==> config.mk <==
export PLATFORM = sky130hd
export DESIGN_NAME = cam_dvp_source_flat
export DESIGN_NICKNAME = d
export VERILOG_FILES = /design/src/rtl/cam_dvp_source_if.sv /design/src/rtl/cam_dvp_source.sv /design/src/flat_wrapper.sv
export SDC_FILE = /design/constraint.sdc
export NUM_CORES = 1
export LEC_CHECK = 0
export ABC_CLOCK_PERIOD_IN_PS = 3050
export CAP_MARGIN = 20
export CORE_ASPECT_RATIO = 0.8
export CORE_MARGIN = 2
export CORE_UTILIZATION = 54
export CTS_CLUSTER_DIAMETER = 50
export CTS_CLUSTER_SIZE = 20
export DETAILED_ROUTE_END_ITERATION = 10
export PLACE_DENSITY = 0.78
export SYNTH_ARGS = -nofsm -noshare
export SYNTH_HDL_FRONTEND = slang
export SYNTH_SLANG_ARGS = --single-unit
==> constraint.sdc <==
create_clock -name clk -period 3.05 [get_ports clk]
set_clock_uncertainty 0.1 [all_clocks]
set_input_delay 0.61 -clock clk [delete_from_list [all_inputs] [get_ports clk]]
set_output_delay 0.61 -clock clk [all_outputs]
set_load 0.02 [all_outputs]
==> src/rtl/cam_dvp_source_if.sv <==
// DVP output bundle of cam_dvp_source: sync, byte stream and per-frame status.
// master drives the stream, slave observes it.
interface cam_dvp_source_if;
  logic        cam_vsync;
  logic        href;
  logic [7:0]  p_data;
  logic        frame_done;
  logic [15:0] frame_count;
  logic [15:0] frame_crc;

  modport master (
    output cam_vsync, href, p_data, frame_done, frame_count, frame_crc
  );

  modport slave (
    input cam_vsync, href, p_data, frame_done, frame_count, frame_crc
  );
endinterface

==> src/rtl/cam_dvp_source.sv <==
// Synthetic OV7670-style DVP source: vsync/href/p_data byte stream of RGB565 test patterns.
// Define CAM_DVP_SOURCE_CRC_EN to compute a per-frame CRC-16/CCITT-FALSE of the active bytes.
module cam_dvp_source #(
  parameter int          FRAME_WIDTH  = 640,
  parameter int          FRAME_HEIGHT = 480,
  parameter int          HBLANK       = 144,
  parameter int          VSYNC_LINES  = 3,
  parameter int          VBACK_LINES  = 17,
  parameter int          VFRONT_LINES = 10,
  parameter logic [15:0] SOLID_COLOR  = 16'hF800
) (
  input  logic             clk,
  input  logic             reset,
  input  logic             enable,
  input  logic [1:0]       pattern_sel,
  cam_dvp_source_if.master dvp
);
  localparam int LINE_CYCLES = 2*FRAME_WIDTH + HBLANK;
  localparam int VSYNC_CYC   = VSYNC_LINES*LINE_CYCLES;
  localparam int VBACK_CYC   = VBACK_LINES*LINE_CYCLES;
  localparam int VFRONT_CYC  = VFRONT_LINES*LINE_CYCLES;
  localparam int MAX_LINES   = (VSYNC_LINES > VBACK_LINES) ?
                               ((VSYNC_LINES > VFRONT_LINES) ? VSYNC_LINES : VFRONT_LINES) :
                               ((VBACK_LINES > VFRONT_LINES) ? VBACK_LINES : VFRONT_LINES);
  localparam int TW = (MAX_LINES*LINE_CYCLES > 1) ? $clog2(MAX_LINES*LINE_CYCLES) : 1;
  localparam int BW = $clog2(2*FRAME_WIDTH);
  localparam int XW = $clog2(FRAME_WIDTH);
  localparam int YW = (FRAME_HEIGHT > 1) ? $clog2(FRAME_HEIGHT) : 1;

  // IDLE wait enable | VSYNC vsync high | VBACK back porch | ACTIVE href bytes | HBLANK line gap | VFRONT front porch
  localparam logic [2:0] S_IDLE   = 3'd0;
  localparam logic [2:0] S_VSYNC  = 3'd1;
  localparam logic [2:0] S_VBACK  = 3'd2;
  localparam logic [2:0] S_ACTIVE = 3'd3;
  localparam logic [2:0] S_HBLANK = 3'd4;
  localparam logic [2:0] S_VFRONT = 3'd5;

  logic [2:0]    state;
  logic [TW-1:0] tmr;
  logic [BW-1:0] bcnt;
  logic [XW-1:0] x;
  logic [YW-1:0] y;
  logic [15:0]   pcnt;
  logic [1:0]    pat;
  logic [15:0]   cur_pix, nxt_pix, line_pix;
  logic          vsync_start, frame_end, last_line;

  function automatic logic [15:0] pixel_of(input logic [1:0] p, input logic [15:0] px,
                                           input logic [15:0] py, input logic [15:0] pc);
    logic [15:0] bar;
    bar = px / 16'(FRAME_WIDTH/8);
    case (p)
      2'd0: begin
        case (bar)
          16'd0:   pixel_of = 16'hFFFF;
          16'd1:   pixel_of = 16'hFFE0;
          16'd2:   pixel_of = 16'h07FF;
          16'd3:   pixel_of = 16'h07E0;
          16'd4:   pixel_of = 16'hF81F;
          16'd5:   pixel_of = 16'hF800;
          16'd6:   pixel_of = 16'h001F;
          default: pixel_of = 16'h0000;
        endcase
      end
      2'd1:    pixel_of = {5'(px >> 3), 6'(py >> 2), 5'(px >> 3)};
      2'd2:    pixel_of = pc;
      default: pixel_of = SOLID_COLOR;
    endcase
  endfunction

  // Next-byte lookahead so p_data can be registered alongside href.
  always_comb begin
    cur_pix  = pixel_of(pat, 16'(x), 16'(y), pcnt);
    nxt_pix  = pixel_of(pat, 16'(x) + 16'd1, 16'(y), pcnt + 16'd1);
    line_pix = pixel_of(pat, 16'd0, (state == S_HBLANK) ? 16'(y) + 16'd1 : 16'd0, pcnt);
  end

  assign last_line   = (y == YW'(FRAME_HEIGHT-1));
  assign vsync_start = enable && ((state == S_IDLE) || ((state == S_VFRONT) && (tmr == '0)));
  assign frame_end   = (state == S_VFRONT) && (tmr == TW'(1));

  always_ff @(posedge clk or posedge reset) begin
    if (reset) begin
      state           <= S_IDLE;
      tmr             <= '0;
      bcnt            <= '0;
      x               <= '0;
      y               <= '0;
      pcnt            <= '0;
      pat             <= '0;
      dvp.cam_vsync   <= 1'b0;
      dvp.href        <= 1'b0;
      dvp.p_data      <= 8'h00;
      dvp.frame_done  <= 1'b0;
      dvp.frame_count <= 16'h0000;
    end else begin
      dvp.frame_done <= 1'b0;
      case (state)
        S_VSYNC: begin
          if (tmr == '0) begin
            state         <= S_VBACK;
            tmr           <= TW'(VBACK_CYC-1);
            dvp.cam_vsync <= 1'b0;
          end else begin
            tmr <= tmr - 1'b1;
          end
        end
        S_VBACK: begin
          if (tmr == '0) begin
            state      <= S_ACTIVE;
            x          <= '0;
            y          <= '0;
            bcnt       <= '0;
            dvp.href   <= 1'b1;
            dvp.p_data <= line_pix[15:8];
          end else begin
            tmr <= tmr - 1'b1;
          end
        end
        S_ACTIVE: begin
          if (bcnt == BW'(2*FRAME_WIDTH-1)) begin
            state      <= S_HBLANK;
            tmr        <= TW'(HBLANK-1);
            pcnt       <= pcnt + 16'd1;
            dvp.href   <= 1'b0;
            dvp.p_data <= 8'h00;
          end else begin
            bcnt <= bcnt + 1'b1;
            if (!bcnt[0]) begin
              dvp.p_data <= cur_pix[7:0];
            end else begin
              x          <= x + 1'b1;
              pcnt       <= pcnt + 16'd1;
              dvp.p_data <= nxt_pix[15:8];
            end
          end
        end
        S_HBLANK: begin
          if (tmr != '0) begin
            tmr <= tmr - 1'b1;
          end else if (!last_line) begin
            state      <= S_ACTIVE;
            y          <= y + 1'b1;
            x          <= '0;
            bcnt       <= '0;
            dvp.href   <= 1'b1;
            dvp.p_data <= line_pix[15:8];
          end else begin
            state <= S_VFRONT;
            tmr   <= TW'(VFRONT_CYC-1);
          end
        end
        S_VFRONT: begin
          if (tmr == '0) state <= S_IDLE;
          else           tmr   <= tmr - 1'b1;
        end
        default: state <= S_IDLE;
      endcase

      if (frame_end) begin
        dvp.frame_done  <= 1'b1;
        dvp.frame_count <= dvp.frame_count + 16'd1;
      end

      // Entry from IDLE or straight out of VFRONT: back-to-back frames have no gap cycle.
      if (vsync_start) begin
        state         <= S_VSYNC;
        tmr           <= TW'(VSYNC_CYC-1);
        pat           <= pattern_sel;
        pcnt          <= '0;
        dvp.cam_vsync <= 1'b1;
      end
    end
  end

`ifdef CAM_DVP_SOURCE_CRC_EN
  logic [15:0] crc, crc_q;

  function automatic logic [15:0] crc_byte(input logic [15:0] c, input logic [7:0] b);
    logic [15:0] r;
    r = c ^ {b, 8'h00};
    for (int i = 0; i < 8; i++) r = r[15] ? ((r << 1) ^ 16'h1021) : (r << 1);
    return r;
  endfunction

  always_ff @(posedge clk or posedge reset) begin
    if (reset) begin
      crc   <= 16'hFFFF;
      crc_q <= 16'h0000;
    end else begin
      if (vsync_start)   crc <= 16'hFFFF;
      else if (dvp.href) crc <= crc_byte(crc, dvp.p_data);
      if (frame_end)     crc_q <= crc;
    end
  end

  assign dvp.frame_crc = crc_q;
`else
  assign dvp.frame_crc = 16'h0000;
`endif
endmodule
==> src/flat_wrapper.sv <==
// flat-port wrapper written by rule: the top's interface ports become plain ports
module cam_dvp_source_flat 
#(
  parameter int          FRAME_WIDTH  = 640,
  parameter int          FRAME_HEIGHT = 480,
  parameter int          HBLANK       = 144,
  parameter int          VSYNC_LINES  = 3,
  parameter int          VBACK_LINES  = 17,
  parameter int          VFRONT_LINES = 10,
  parameter logic [15:0] SOLID_COLOR  = 16'hF800
)
  (clk, reset, enable, pattern_sel, dvp_cam_vsync, dvp_href, dvp_p_data, dvp_frame_done, dvp_frame_count, dvp_frame_crc);
  cam_dvp_source_if dvp_i ();
  input  logic clk;
  input  logic reset;
  input  logic enable;
  input  logic [1:0] pattern_sel;
  output wire logic [$bits(dvp_i.cam_vsync)-1:0] dvp_cam_vsync;
  output wire logic [$bits(dvp_i.href)-1:0] dvp_href;
  output wire logic [$bits(dvp_i.p_data)-1:0] dvp_p_data;
  output wire logic [$bits(dvp_i.frame_done)-1:0] dvp_frame_done;
  output wire logic [$bits(dvp_i.frame_count)-1:0] dvp_frame_count;
  output wire logic [$bits(dvp_i.frame_crc)-1:0] dvp_frame_crc;
  assign dvp_cam_vsync = dvp_i.cam_vsync;
  assign dvp_href = dvp_i.href;
  assign dvp_p_data = dvp_i.p_data;
  assign dvp_frame_done = dvp_i.frame_done;
  assign dvp_frame_count = dvp_i.frame_count;
  assign dvp_frame_crc = dvp_i.frame_crc;
  cam_dvp_source #(.FRAME_WIDTH(FRAME_WIDTH), .FRAME_HEIGHT(FRAME_HEIGHT), .HBLANK(HBLANK), .VSYNC_LINES(VSYNC_LINES), .VBACK_LINES(VBACK_LINES), .VFRONT_LINES(VFRONT_LINES), .SOLID_COLOR(SOLID_COLOR)) u_core (.clk(clk), .reset(reset), .enable(enable), .pattern_sel(pattern_sel), .dvp(dvp_i));
endmodule
**Word-level counts from Yosys, hierarchy flattened**

Cells that the tools add are included.

- Add/subtract/negate cells: 8
- Divide/modulo/power cells: 2
- Eq/ne operators: 35
- Mux-type cells: 55
- Reduce and logical (&&, ||, !) cells: 27

Operators by type and width:

| kind | count |
|---|---|
| $pmux W16 S7 | 1 |
| $eq A16 B3 Y1 const B | 6 |
| $pmux W16 S3 | 2 |
| $mux W15 | 6 |
| $eq A16 B2 Y1 const B | 4 |
| $mux W16 | 4 |
| $pmux W15 S4 | 1 |
| $pmux W8 S7 | 1 |
| $mux W10 | 5 |
| $mux W8 | 6 |
| $pmux W8 S3 | 2 |
| $mux W11 | 4 |
| $pmux W11 S3 | 1 |
| $add A16 B1 Y16 const B | 2 |
| $eq A16 B1 Y1 const B | 2 |
| $logic_not A16 Y1 | 2 |
| $pmux W10 S3 | 1 |
| $mux W9 | 3 |
| $mux W3 | 7 |
| $pmux W9 S2 | 1 |
| $div A10 B7 Y16 const B | 1 |
| $div A16 B7 Y16 const B | 1 |
| $eq A15 B1 Y1 const B | 1 |
| $logic_not A15 Y1 | 1 |
| 34 further kinds | 62 |

- Bits in registers: 93
- Output and inout port bits: 43

**Depth between registers and ports, before layout**

Gate-level depths: netlist (run 1).

- Depth after elaboration: 8
- Depth in mapped cells: 11
- Gate-level depth less buffers: 9

**Worst setup path before layout (run 1)**

OpenSTA, ideal clock, no wires.

- Kind: register to register
- Start: register u_core.tmr[0]
- End: register u_core.dvp.p_data[3]
- Setup time: 143 ps
- Arrival: 2342 ps
- Data required time: 2807 ps
- Setup slack: 466 ps
- Stages on the path, launching flop included: 12
- Period minus slack after synthesis: 2584 ps
- Cell sequence: dfrtp_1 -> inv_1 -> ha_1 -> nor3b_2 -> and4b_1 -> buf_2 -> nand2_4 -> o22a_1 -> or2_1 -> buf_2 -> a221oi_1 -> a31oi_1

- Longest elaborated chain between the ends: 3
- Elaborated cells on any way between the ends: 5
- Those cells by class: eq/ne (2); reduce/logical (3)

Ends and longest elaborated chain:

| element | line | source |
|---|---|---|
| start: declaration | cam_dvp_source.sv:39 | `logic [TW-1:0] tmr;` |
| start signal: assignment | cam_dvp_source.sv:102 | `tmr <= TW'(VBACK_CYC-1);` |
| start signal: assignment | cam_dvp_source.sv:105 | `tmr <= tmr - 1'b1;` |
| start signal: assignment | cam_dvp_source.sv:117 | `tmr <= tmr - 1'b1;` |
| $reduce_bool A15 Y1 or $logic_not A15 Y1 (tied branches) | cam_dvp_source.sv:139, cam_dvp_source.sv:109 |  |
| $ne A2 B2 Y1 (no line) or $ne A2 B1 Y1 (tied branches) | n/a |  |
| $reduce_and A4 Y1 (no line) * | n/a |  |
| end signal: assignment | cam_dvp_source.sv:130 | `dvp.p_data <= cur_pix[7:0];` |
| end signal: assignment | cam_dvp_source.sv:134 | `dvp.p_data <= nxt_pix[15:8];` |
| end signal: assignment | cam_dvp_source.sv:147 | `dvp.p_data <= line_pix[15:8];` |
| end: declaration | cam_dvp_source_if.sv:12 | `output cam_vsync, href, p_data, frame_done, frame_count, frame_crc` |

Every way passes the cells marked *; elsewhere a longest branch is shown, timed or not.
A chain may end at the register's enable or synchronous reset.

**Final worst setup path (run 1)**

- Start: register u_core.tmr[0]
- End: register u_core.dvp.p_data[4]

The elaborated chain is that of the path after synthesis.

==> impl_results.md, run 1 <==
- Outcome: complete, no violations
- Vias per cell: 6.46
- IR drop worst, VDD: 0.264 mV
- Synth area leader: dfrtp_1
- Routed WL: 16400 um
- Final ANT Viol Nets: 0
- Setup_tns: 0 ns
- Clock root buffer: clkbuf_16
- Max-capacitance violation count: 0
- Unique masters post-synth: 77
- WHS Path Cells: 1
- NetSw: 616 uW
- Final hold vios: 0
- RSZ-0062 raised after global routing: no
- Starting Density: 54.8%
- Total GRT Usage: 27.5%
- Vias in the first global route: 5424
- Total leakage power: 0.00284 uW
- Sequential power share: 49.9%
- Cts bufs inserted: 9
- GP Congestion: 0.983
- First-pass GRT wire length: 27300 um
- Port-buffer cells: 31
- Clock Sinks: 93
- R2r startpoint: u_core.tmr[0]
- Worst Reg-to-Reg Cells: 9
- Post-cts hold buffer count: 0
- Fin cells: 924
- Worst Hold Launch: u_core.dvp.frame_count[15]
- WL per Instance: 17.8 um
- TritonRoute pass-1 iters: 6
- Fill count: 937
- Critical Path RT: 3.17 ns
- # placed instances: 908
- Fin crit share: 94.8%
- Worst-Margin Slew: 0.740 ns
- Worst stage delay on the critical path: 0.42 ns
- Layout cells sized above 1: 9.41%
- Comb pwr share: 5.2%
- CP Cell Sequence: inv_1, ha_1, nor3b_4, and4b_2, nand2_4, o22a_1, or2_1, a221oi_1, a31oi_1
- Crit-path slowest cell: dfrtp_1
- Switching part of the total: 24.3%
- Die ar.: 0.0124 mm2
- Synthesis-stage register bit count: 93
- Clock transition at path regs: 0.07 ns
- Number of enable flip-flop cells after synthesis: 0
- Nets: 784
- Worst min-delay path category: flop to flop
- Synth warn: 0
- Drt drc: 0
- Setup bufs post-CTS: 0
- Area contributors post-synth: dfrtp_1 (37%), o21ai_0 (5.3%), xnor2_1 (5.1%), nand2_1 (4.9%), nor2_1 (3.7%)
- Worst R2R Setup Slack: 0.16 ns
- Clock Power Share: 44.9%
- First DRT Iteration DRCs: 686
- Pin count of the biggest net entering global routing: 34
- Diode count: 0
- Synth top area share: 37.3%
- Hold EP: u_core.dvp.frame_count[15]
- H-tree depth: 3
- CTS tree: yes
- Std-Cell Core Area: 0.0114 mm2
- Detailed placement HPWL: 11800 um
- Die H: 100 um
- Via count: 5966
- Pwr per Cell Area: 361 mW/mm2
- Worst hold slack: 0.381 ns
- Post-Syn Instances: 746
- Final setup viols: 0
- Fmax: 346 MHz
- CP Max Fanout: 12
- Cell Int Power: 1920 uW
- Skew-Pair Late Insertion Delay: 0.35 ns
- Post-Syn Area: 0.00624 mm2
- Row count: 35
- Sequential fraction of the synthesis area: 37.3%
- PnR Total Power: 2540 uW
- CP startpoint kind: flop
- P&R area growth vs syn: 12.9%
- Rel. slew slack: 50.6%
- Final Max Tran Viols: 0
- Crit path DAT: 3.01 ns
- Clock period minus worst slack: 2.89 ns
- Post-synthesis async set-or-reset flop share: 100%
- FF-to-FF End: u_core.dvp.p_data[4]
- Remaining global-route overflow: 0
- Post-Syn Area per Cell: 8.36 um2
- Antenna violations before repair: 0
- Setup CP Type: flop to flop
- CTS Buffer Depth: 2
- CP Capture Type: flop
- IO Count: 48
- Main synth FF type: dfrtp_1
- Post_cts resized: 0
- Chip Width: 124 um
## state kept, by name, summed over array words and instances (netlist names)
name and flops:
u_core.bcnt 11, u_core.dvp.href 1, u_core.state 3, u_core.y 9
u_core.x 10, u_core.dvp.frame_done 1, u_core.dvp.cam_vsync 1, u_core.dvp.frame_count 16
u_core.dvp.p_data 8, u_core.pcnt 16, u_core.pat 2, u_core.tmr 15
## metal layers
metal	track usage, %	wire length (um)	vias to the layer above
met2	40.1	7250	354
met5	0	0	-
met1	41.9	7350	2840
li1	-	-	2724
met4	7.95	327	0
met3	4.60	1520	48
## final cells by class
cell class	count	area [um2]	share of cell area (%)
clock inverter	7	73.8	1.05
timing repair buffer	60	553	7.85
inverter	17	67.6	0.959
sequential	93	2330	33.0
clock buffer	9	225	3.20
multi-input combinational	590	3610	51.3
tap	148	185	2.63
## worst max-delay path by stage
| stage | start | to | cells past startpoint |
|---|---|---|---|
| after floorplan | u_core.tmr[0] | u_core.dvp.p_data[3] | 11 |
| after global placement | u_core.tmr[0] | u_core.dvp.p_data[3] | 9 |
| after detailed placement | u_core.tmr[0] | u_core.dvp.p_data[4] | 9 |
| after CTS | u_core.tmr[0] | u_core.dvp.p_data[4] | 9 |
| after global routing | u_core.tmr[0] | u_core.dvp.p_data[4] | 9 |
| final | u_core.tmr[0] | u_core.dvp.p_data[4] | 9 |
## stage by stage
step                      utilization, %  instance area [um2]  worst slack (ns)
after global routing                61.9                 7050           0.00477
final                               61.9                 7050             0.159
after detailed placement            59.1                 6730             0.124
after global placement              59.1                 6730             0.227
after floorplan                        -                 6300             0.466
after CTS                           61.8                 7030             0.122
## power groups by stage
stage	logic, uW	clock network (uW)	registers (uW)
finish	133	1140	1270
global route	148	1200	1270
CTS	132	1150	1270
detailed placement	132	0	1290
global placement	129	0	1290
floorplan	112	0	1280
## layout by cell type (no fill, tap or decap), types with 4 or more instances in the layout
cell and instances:
and3_1 19, nand4_1 13, clkbuf_16 9, nor2_1 62, clkdlybuf4s50_1 31, a22oi_1 5
ha_1 8, buf_4 27, xor2_1 19, inv_1 16, and2_1 4, o31ai_1 12
a31oi_1 13, a221oi_1 6, nand3_1 43, o22ai_1 6, a32o_1 4, conb_1 16
o211ai_1 4, nor4_1 5, o221ai_1 5, o21ai_0 66, nor2b_1 7, or3_1 4
nand2b_1 13, and4_1 7, nor3_1 19, nand2_1 81, a21oi_1 46, dfrtp_1 93
xnor2_1 36
## logic make-up (layout without fill, tap and decap cells)
logic type                 Yosys count  count (layout)  share of synthesized area, %
other                                1              16                        0.0601
adders and majority gates            8               8                          1.60
AOI/OAI and AO/OA                  193             193                          19.2
xor gates and xnor gates            55              55                          7.72
muxes                                3               3                         0.501
DFF                                 93              93                          37.3
and+or+nand+nor                    315             315                          27.7
buffers and inverters               78              93                          5.90
## cells in the mapped netlist, drive strengths merged (17+ instances only)
| library cell | n |
|---|---|
| clkbuf | 30 |
| xnor2 | 36 |
| a21oi | 46 |
| nand3 | 43 |
| o21ai | 68 |
| nand2 | 82 |
| xor2 | 19 |
| nor3 | 23 |
| buf | 31 |
| dfrtp | 93 |
| inv | 17 |
| nor2 | 62 |
| and3 | 19 |
## critical path, delay by kind of cell, from the launching register on
family          cells  cell delay, ns
flops               1            0.42
simple gates        4            1.17
fa+ha+maj           1            0.18
buf+inv             1            0.09
compound gates      3            0.78
Power figures use the tool's default switching activity.
==> run 2, diff against run 1 <==
--- a/config.mk
+++ b/config.mk
@@ -5,15 +5,15 @@
 export SDC_FILE = /design/constraint.sdc
 export NUM_CORES = 1
 export LEC_CHECK = 0
-export ABC_CLOCK_PERIOD_IN_PS = 3050
+export ABC_CLOCK_PERIOD_IN_PS = 3200
 export CAP_MARGIN = 20
 export CORE_ASPECT_RATIO = 0.8
 export CORE_MARGIN = 2
-export CORE_UTILIZATION = 54
+export CORE_UTILIZATION = 56
 export CTS_CLUSTER_DIAMETER = 50
 export CTS_CLUSTER_SIZE = 20
 export DETAILED_ROUTE_END_ITERATION = 10
-export PLACE_DENSITY = 0.78
+export PLACE_DENSITY = 0.77
 export SYNTH_ARGS = -nofsm -noshare
 export SYNTH_HDL_FRONTEND = slang
 export SYNTH_SLANG_ARGS = --single-unit
==> constraint.sdc (replaced) <==
create_clock -name clk -period 3.2 [get_ports clk]
set_clock_uncertainty 0.1 [all_clocks]
set_input_delay 0.64 -clock clk [delete_from_list [all_inputs] [get_ports clk]]
set_output_delay 0.64 -clock clk [all_outputs]
set_load 0.02 [all_outputs]
==> run 2 against run 1 <==
Against the previous run: cell count fell by 1.2%; highest routed layer unchanged; clock power barely moved; utilization rose by 2.3 points; sequential share of layout area rose by 0.39 points; critical path depth did not move; combinational power fell by 6%; first-iteration DRC count fell by 10%; routed wire length rose by 1.6%; largest power group unchanged; non-clock buffer count fell by 7; global-route usage rose by 1.5 points; hold slack got worse by 0.0028 ns; register-to-register slack improved by 0.09 ns.
==> impl_results.md, run 2 (synthesis gave the netlist of run 1 again) <==
- Outcome: complete, no violations
- First DRT Iteration DRCs: 614 (-10%)
- Post-cts hold buffer count: 0 (unchanged)
- Diode count: 0 (unchanged)
- Clock Sinks: 93 (unchanged)
- Worst stage delay on the critical path: 0.45 ns (+0.03 ns)
- Row count: 34 (-2.9%)
- Rel. slew slack: 48.7% (-1.9 points)
- Chip Width: 122 um (-1.7%)
- WP buf/inv: 1 (unchanged)
- Layout cells sized above 1: 8.32% (-1.1 points)
- Most frequent cells in the layout: dfrtp_1 (93), nand2_1 (81), o21ai_0 (66)
- CTS Buffer Depth: 2 (unchanged)
- Post_cts resized: 0 (unchanged)
- Std-Cell Core Area: 0.0108 mm2 (-4.7%)
- Final Max Tran Viols: 0 (unchanged)
- Worst min-delay path category: flop to flop
- Routed WL: 16700 um (+1.6%)
- Crit path DAT: 3.07 ns (+0.06 ns)
- Fin crit share: 92.3% (-2.5 points)
- Setup CP Type: flop to flop
- Vias per cell: 6.41 (-0.75%)
- Starting Density: 57.5% (+2.7 points)
- Die ar.: 0.0120 mm2 (-3.4%)
- Detailed placement HPWL: 12100 um (+2.3%)
- WHS Path Cells: 2 (+1)
- FF+latch area: 0.00233 mm2 (unchanged)
- CP startpoint kind: flop
- Skew-Pair Late Insertion Delay: 0.35 ns (about the same)
- Clock period minus worst slack: 2.95 ns (+0.0621 ns)
- Total GRT Usage: 29.0% (+1.5 points)
- H-tree depth: 3 (unchanged)
- Clock transition at path regs: 0.07 ns (about the same)
- IO Count: 48 (unchanged)
- Clock root buffer: clkbuf_16
- RSZ-0062 raised after global routing: no
- First-pass GRT wire length: 27700 um (+1.4%)
- IR drop worst, VDD: 0.281 mV (+6.7%)
- Commonest non-fill, non-tap cell in the layout: dfrtp_1
- Setup bufs post-CTS: 0 (unchanged)
- TritonRoute pass-1 iters: 5 (-1)
- Antenna violations before repair: 0 (unchanged)
- Worst-Margin Slew: 0.759 ns (+0.0191 ns)
- Via count: 5851 (-1.9%)
- Gate family responsible for the most delay along the worst path: simple AND/OR/NAND/NOR gates
- CP Cell Sequence: inv_1, ha_1, nor3b_2, and4b_1, nand2_4, o22a_1, or2_1, a221oi_1, a31oi_1
- Final setup viols: 0 (unchanged)
- Port-buffer cells: 31 (unchanged)
- Pwr per Cell Area: 352 mW/mm2 (-2.4%)
- P&R area growth vs syn: 11.6%
- Die H: 98.4 um (-1.7%)
- Nets: 777 (-0.89%)
- Pin count of the biggest net entering global routing: 41 (+21%)
- Cts bufs inserted: 9 (unchanged)
- Multi-input logic area: 0.00360 mm2 (-0.38%)
- Critical Path RT: 3.31 ns (+0.14 ns)
- # placed instances: 897 (-1.2%)
- GP Congestion: 1.05 (+6.8%)
- CP Max Fanout: 12 (unchanged)
- Fill count: 920 (-1.8%)
- CP Capture Type: flop
- Setup_tns: 0 ns (unchanged)
- CTS tree: yes
- Crit-path slowest cell: and4b_1
- Stages on worst setup path: 9 (unchanged)
- Final ANT Viol Nets: 0 (unchanged)
- Remaining global-route overflow: 0 (unchanged)
- Fin cells: 913 (-1.2%)
- Final hold vios: 0 (unchanged)
- Worst Reg-to-Reg Cells: 9 (unchanged)
- WL per Instance: 18.3 um (+2.8%)
- Fmax: 339 MHz (-2.1%)
- Top Registers: u_core.dvp.frame_count: 16 flops, u_core.pcnt: 16 flops, u_core.tmr: 15 flops
- Vias in the first global route: 5415 (-0.17%)
- Drt drc: 0 (unchanged)
- Max-capacitance violation count: 0 (unchanged)
- Total leakage power: 0.00278 uW (-2.1%)
==> run 2: cell types whose count changed in the layout (fill, tap and decap cells not counted) <==
cell	before	now
nor3b_2	0	1
and4b_2	1	0
o221ai_2	1	0
inv_8	0	1
inv_6	1	2
o221ai_1	5	6
clkinv_4	2	0
buf_4	27	21
and4b_1	2	3
buf_12	2	1
nor3b_4	1	0
==> run 2: worst paths after layout <==
path | startpoint | slack (ns) | to
worst max-delay path | u_core.tmr[0] | 0.25 | u_core.dvp.p_data[4]
worst min-delay path | u_core.dvp.href | 0.38 | u_core.dvp.href
worst max register to register | u_core.tmr[0] | 0.25 | u_core.dvp.p_data[4]
worst min register to register | u_core.dvp.href | 0.38 | u_core.dvp.href
max in group asynchronous | reset | 1.76 | u_core.bcnt[0]
min in group asynchronous | reset | 0.57 | u_core.bcnt[3]
==> run 2: worst reg2reg max path, delay by kind of cell, from the launching register on <==
family                     cells  cell delay, ns
buffers and inverters          1            0.10
and+or+nand+nor                4            1.26
AOI/OAI and AO/OA              3            0.74
DFF                            1            0.43
adders and majority gates      1            0.19
==> run 2: area by class of cell <==
cell class / count / share of cell area (%)
inverters: 17 / 0.934
repair buffers: 53 / 7.01
well taps: 144 / 2.59
multi-input cells: 590 / 51.7
clock buffers: 9 / 3.23
flip-flops and latches: 93 / 33.4
clock inverters: 7 / 1.13
==> run 2: where the power goes <==
group          leakage [uW]  internal, uW  switching [uW]
logic               0.00143          35.6            89.2
registers           0.00121          1190            22.0
clock network      0.000144           616             501
==> run 2: stage by stage <==
stage | power (uW) | util [%] | worst slack (ns) | hold slack (ns) | area [um2]
finish | 2450 | 64.2 | 0.246 | 0.378 | 6960
detailed placement | 1350 | 61.4 | 0.323 | 0.369 | 6660
global placement | 1350 | 61.4 | 0.412 | 0.356 | 6660
global route | 2520 | 64.2 | 0.0208 | 0.414 | 6960
CTS | 2460 | 64.2 | 0.311 | 0.386 | 6960
floorplan | 1330 | - | 0.0397 | 0.345 | 6290
==> run 2: layer usage <==
| metal | global-route usage (%) | wire length (um) | up-vias |
|---|---|---|---|
| met3 | 7.54 | 1570 | 26 |
| met2 | 43.0 | 7380 | 308 |
| met4 | 7.43 | 251 | 0 |
| li1 | - | - | 2702 |
| met5 | 0 | 0 | - |
| met1 | 42.2 | 7500 | 2815 |
